### src/rtl/decoder_4_if.sv
// ---------------------------------------------------------------------------
// decoder_4_if
// Serial bus bundle for the decoder_4 pattern detector.
//   sig  : serial data stream (driver -> detector)
//   prgm : serial pattern-programming stream, MSB first (driver -> detector)
//   out  : match indication (detector -> driver)
// master : the stream driver (drives sig/prgm, observes out)
// slave  : the detector (samples sig/prgm, drives out)
// ---------------------------------------------------------------------------
interface decoder_4_if;
    logic sig;
    logic prgm;
    logic out;

    modport master (
        output sig,
        output prgm,
        input  out
    );

    modport slave (
        input  sig,
        input  prgm,
        output out
    );
endinterface

### src/rtl/decoder_4.sv
// ---------------------------------------------------------------------------
// decoder_4
// Serial-programmable 4-bit pattern detector.
// After clr the first four prgm bits (MSB first) are shifted into the
// pattern register, which then locks until the next clr. In parallel, sig is
// shifted into a 4-bit window on every edge; out is high whenever both the
// pattern and the window are full and equal.
//
// Ports:
//   clk  : sole clock, rising edge
//   clr  : synchronous active-high reset; wins over any shifting on its edge
//   bus  : decoder_4_if.slave (sig / prgm in, out out)
// ---------------------------------------------------------------------------
module decoder_4 (
    input  logic          clk,
    input  logic          clr,
    decoder_4_if.slave    bus
);

    localparam logic [2:0] FULL = 3'd4;

    logic [3:0] r_pat;   // pattern; first programmed bit ends in r_pat[3]
    logic [2:0] r_pcnt;  // program bits taken, saturates at FULL
    logic [3:0] r_win;   // window; r_win[3] oldest, r_win[0] newest
    logic [2:0] r_wcnt;  // window bits taken, saturates at FULL

    logic w_pat_lock;
    logic w_win_full;

    always_ff @(posedge clk) begin
        if (clr) begin
            r_pat  <= 4'd0;
            r_pcnt <= 3'd0;
            r_win  <= 4'd0;
            r_wcnt <= 3'd0;
        end else begin
            r_win <= {r_win[2:0], bus.sig};
            if (r_wcnt != FULL)
                r_wcnt <= r_wcnt + 3'd1;
            // Programming runs concurrently with the window; once four bits
            // are in, prgm is ignored until the next clr.
            if (r_pcnt != FULL) begin
                r_pat  <= {r_pat[2:0], bus.prgm};
                r_pcnt <= r_pcnt + 3'd1;
            end
        end
    end

    assign w_pat_lock = (r_pcnt == FULL);
    assign w_win_full = (r_wcnt == FULL);

    // Registers only: no combinational path from sig/prgm to out.
    assign bus.out = w_pat_lock & w_win_full & (r_win == r_pat);

endmodule

### src/flat_wrapper.sv
// flat-port wrapper written by rule: the top's interface ports become plain ports
module decoder_4_flat 
  (clk, clr, bus_sig, bus_prgm, bus_out);
  decoder_4_if bus_i ();
  input  logic clk;
  input  logic clr;
  input wire logic [$bits(bus_i.sig)-1:0] bus_sig;
  input wire logic [$bits(bus_i.prgm)-1:0] bus_prgm;
  output wire logic [$bits(bus_i.out)-1:0] bus_out;
  assign bus_i.sig = bus_sig;
  assign bus_i.prgm = bus_prgm;
  assign bus_out = bus_i.out;
  decoder_4 u_core (.clk(clk), .clr(clr), .bus(bus_i));
endmodule
### config.mk
export PLATFORM = sky130hd
export DESIGN_NAME = decoder_4_flat
export DESIGN_NICKNAME = d
export VERILOG_FILES = /design/src/rtl/decoder_4_if.sv /design/src/rtl/decoder_4.sv /design/src/flat_wrapper.sv
export SDC_FILE = /design/constraint.sdc
export NUM_CORES = 1
export LEC_CHECK = 0
export ABC_AREA = 0
export CAP_MARGIN = 25
export CORE_AREA = 4 4 41 43
export DETAILED_ROUTE_END_ITERATION = 8
export DIE_AREA = 0 0 45 47
export PLACE_DENSITY = 0.62
export SLEW_MARGIN = 20
export SYNTH_ARGS = -nofsm -noshare
export SYNTH_HDL_FRONTEND = slang
export SYNTH_SLANG_ARGS = --single-unit
### constraint.sdc
create_clock -name clk -period 1.9 [get_ports clk]
set_clock_uncertainty 0.15 [all_clocks]
set_input_delay 0.285 -clock clk [delete_from_list [all_inputs] [get_ports clk]]
set_output_delay 0.285 -clock clk [all_outputs]
set_load 0.005 [all_outputs]
---- Yosys cells after proc, flatten, opt, wreduce, memory -nomap -nowiden ----
Cells that the tools add are included.
operators by class
  add/sub/neg operators ................... 2
  equal/unequal tests ..................... 5
  bitwise logic cells ..................... 2
operators by type and width
  operator             number
  $add 3x1->3 const B  2
  $eq 3x3->1 const B   2
  $ne 3x3->1 const B   2
  $eq 4x4->1           1
  $and 1x1->1          2
storage, ports and cells
  register bits after elaboration ......... 14
  output and inout port bits .............. 1

---- Logic depth before layout (Yosys ltp) ----
  depth in word-level cells ............... 3
  gate-level depth with buffers ........... 5

---- Worst setup path after synthesis ----
No wires, ideal clock.
  path type ............................... register to output
  start ................................... reg u_core.r_pcnt[0]
  end ..................................... out bus_out
  arrival time ............................ 986 ps
  path slack .............................. 479 ps
  stages on the path, launching flop included .. 5
  path buffers ............................ 0
  cells stage by stage .................... dfxtp_1 -> inv_1 -> ha_1 -> nand2_2 -> nor4_2
between the ends
  cells in the longest elaborated chain, start to end .. 3
RTL lines
  element                    RTL line           source
  start: declaration         decoder_4.sv:23    logic [2:0] r_pcnt;
  start signal: assignment   decoder_4.sv:44    r_pcnt <= r_pcnt + 3'd1;
  $eq 3x3->1                 decoder_4.sv:49    assign w_pat_lock = (r_pcnt == FULL);
  $and 1x1->1 (2 in series)  decoder_4.sv:53    assign bus.out = w_pat_lock & w_win_full & (r_win == r_pat);
  end: declaration           flat_wrapper.sv:9  output wire logic [$bits(bus_i.out)-1:0] bus_out;
No other way between the ends.

---- Final worst setup path ----
  start ................................... reg u_core.r_wcnt[1]
  end ..................................... out bus_out
between the ends
  cells in the longest elaborated chain, start to end .. 3
RTL lines
  element                    RTL line         source
  start: declaration         decoder_4.sv:25  logic [2:0] r_wcnt;
  start signal: assignment   decoder_4.sv:39  r_wcnt <= r_wcnt + 3'd1;
  $eq 3x3->1                 decoder_4.sv:50  assign w_win_full = (r_wcnt == FULL);
  $and 1x1->1 (2 in series)  decoder_4.sv:53
No other way between the ends.

==> impl_metrics.json <==
{
  "fmax_ghz": 0.563,
  "fin_nets": 85,
  "peakVddDrop_uv": 571,
  "met3_usage_pct": 6.90,
  "setup_viol": 0,
  "drt-pass1-iter-count": 4,
  "die_w_um": 45,
  "syn-num-nets": 74,
  "p_int_w": 0.000489,
  "worstMarginPinSlew_ps": 529,
  "grt_pass1_vias": 373,
  "pin_count": 5,
  "crit_path_end": "bus_out",
  "reg2reg_slack_ps": 580,
  "grt_pass1_wl_mm": 1.52,
  "clk_path_buf_depth": 2,
  "crit_path_start": "u_core.r_wcnt[1]",
  "cp_max_fo": 3,
  "r2r_start": "u_core.r_pcnt[0]",
  "r2r_end": "u_core.r_pcnt[0]",
  "finalHoldViolations": 0,
  "drive_above_1_share_pct": 17.1,
  "end_kind": "output port",
  "fin_crit_ps": 1780,
  "drt-total-wl_um": 934,
  "cts_tree": "done",
  "drcViolationCount": 0,
  "pwr-share-seq_pct": 51.3,
  "netlist_instances": 66,
  "grt_use_total_pct": 10.3,
  "postSynthAreaPerCell_um2": 8.83,
  "cts.sinks": 14,
  "ys_seq_elements": 14,
  "synthSimpleGateAreaFrac_pct": 24.9,
  "seq_area_frac_synth_pct": 48.1,
  "synth_area_leaders": "dfxtp_1, ha_1, xnor2_1, nand3_1, nand2_1",
  "place_congestion": 0.711,
  "synth.distinct_cells": 14,
  "hp-class": "flop to flop",
  "synthAdderAreaFrac_pct": 8.58,
  "die-area_um2": 2120,
  "pre_cts_ws_ps": -0.138,
  "areaGrowthSynthToFinish_pct": 19.7,
  "core_um2": 1300,
  "initial_core_util_pct": 44.8,
  "clk_latency_ps": 280,
  "portBuffers": 4,
  "leakagePower_nw": 0.283,
  "cts_htree_levels": 1,
  "yosysWarningCount": 0,
  "dp_hpwl_um": 637,
  "critPathRequiredTime_ps": 1460,
  "maxCapViolations": 0,
  "use_met1_pct": 11.6,
  "p_per_area_nw_per_um2": 938,
  "vias_per_cell": 4.93,
  "netlist_area_um2": 583,
  "synth-compound-area-share_pct": 5.15,
  "drt-initial-drc-count": 11,
  "drv_slew": 0,
  "fin_cells": 91,
  "antenna_found_initial": 0,
  "path_clk_slew_ps": 80,
  "p_clk_share_pct": 31.9,
  "muxShareOfSynthArea_pct": 0,
  "n_antenna_cell": 0,
  "place_inst": 87,
  "relSlewSlack_pct": 64.7,
  "rsz0062_at_grt": "no",
  "use_met2_pct": 15.8,
  "p_switching_w": 0.000165,
  "outcome": "finished, final reports clean",
  "cts.root.buffer_cell": "clkbuf_4",
  "synth_top_family_by_area": "simple AND/OR/NAND/NOR gates",
  "setup_ws_ps": 125,
  "num_rows": 13,
  "cp-start-kind": "flop",
  "netlist.area_leader.share_pct": 48.1,
  "overflow": 0,
  "post-route-period-util_pct": 93.4,
  "top_usage_layer": "met2",
  "worst-r2r-cell-count": 6,
  "arrival_ps": 1340,
  "avgRoutedWirePerCell_um": 10.3,
  "switching_share_pct": 25.3,
  "power_frac_comb_pct": 16.8,
  "cts_buffers": 3,
  "final_common_cell": "dfxtp_1",
  "layout.cells.most_common_list": "dfxtp_1, nand2_1, nand3_1",
  "critPathKind": "flop to output port",
  "yosys.area.top_type": "dfxtp_1",
  "synthXorXnorAreaFrac_pct": 9.01,
  "die_h_um": 47,
  "dr_total_vias": 449,
  "fillCellCount": 131,
  "detail-route-antenna-nets": 0,
  "grt_max_degree": 15
}
registers in the layout, summed over array words and instances, names as in the netlist:
signal         count
u_core.r_wcnt      3
u_core.r_pat       4
u_core.r_win       4
u_core.r_pcnt      3
worst min path at each step:
stage,end,cells after the start,startpoint,slack (ps)
after floorplan,u_core.r_win[0],1,clr,210
after global placement,u_core.r_win[1],1,u_core.r_win[0],320
after detailed placement,u_core.r_win[1],1,u_core.r_win[0],320
after CTS,u_core.r_win[1],1,u_core.r_win[0],330
after global routing,u_core.r_win[2],1,u_core.r_win[1],350
final,u_core.r_win[2],1,u_core.r_win[1],320
cell usage after synthesis, drive strengths merged:
master	count
xnor2	5
nor2b	4
buf	2
dfxtp	14
nand2	10
nor4	1
nor2	6
a21oi	6
xor2	1
ha	4
nor3	2
inv	4
nand3	7
kinds of logic after synthesis:
kind of cell / after synthesis
and+or+nand+nor: 30
xor gates and xnor gates: 6
adders and majority gates: 4
buffers and inverters: 6
DFF: 14
AOI/OAI and AO/OA: 6
routing by layer:
| layer | vias up | part of all wire (%) |
|---|---|---|
| li1 | 234 | - |
| met1 | 196 | 44 |
| met2 | 17 | 47 |
| met3 | 2 | 8.1 |
| met4 | 0 | 0.96 |
| met5 | - | 0 |
through the flow:
stage / total power [W] / util, % / area [um2] / setup TNS, ps / hold WS (ps)
after floorplan: 0.000414 / - / 583 / 0 / 207
after global placement: 0.000449 / 50.9 / 662 / 0 / 316
after detailed placement: 0.000450 / 50.9 / 662 / -0.138 / 320
after CTS: 0.000667 / 54.0 / 703 / 0 / 331
after global routing: 0.000696 / 53.7 / 698 / 0 / 346
final: 0.000655 / 53.7 / 698 / 0 / 323
power groups by stage:
stage	Sequential, W	Clock, W	Combinational [W]
after floorplan	0.000339	0	0.0000746
after global placement	0.000342	0	0.000107
after detailed placement	0.000343	0	0.000108
after CTS	0.000336	0.000220	0.000111
after global routing	0.000340	0.000230	0.000126
final	0.000336	0.000209	0.000110
worst max-delay path, cell delays in order, from the launching register on:
cell and delay, ps:
dfxtp_1 330, inv_1 60, ha_2 190, nand2_2 90, nor4_2 240, clkbuf_2 150
timing repair:
action,CTS,global route
resized for setup,4,1
pin swaps,0,0
setup buffers,0,0
cloned,0,0
hold buffers,0,0
setup endpoints to repair,1,1
cell type report:
type | instances | area (um2) | area share [%]
Timing Repair Buffer | 8 | 65.1 | 9.32
Tap cell | 15 | 18.8 | 2.69
Multi-Input combinational cell | 46 | 283 | 40.5
Clock buffer | 4 | 36.3 | 5.20
Sequential cell | 14 | 280 | 40.1
Inverter | 4 | 15.0 | 2.15
No activity file was read; power rests on OpenSTA's default activity.
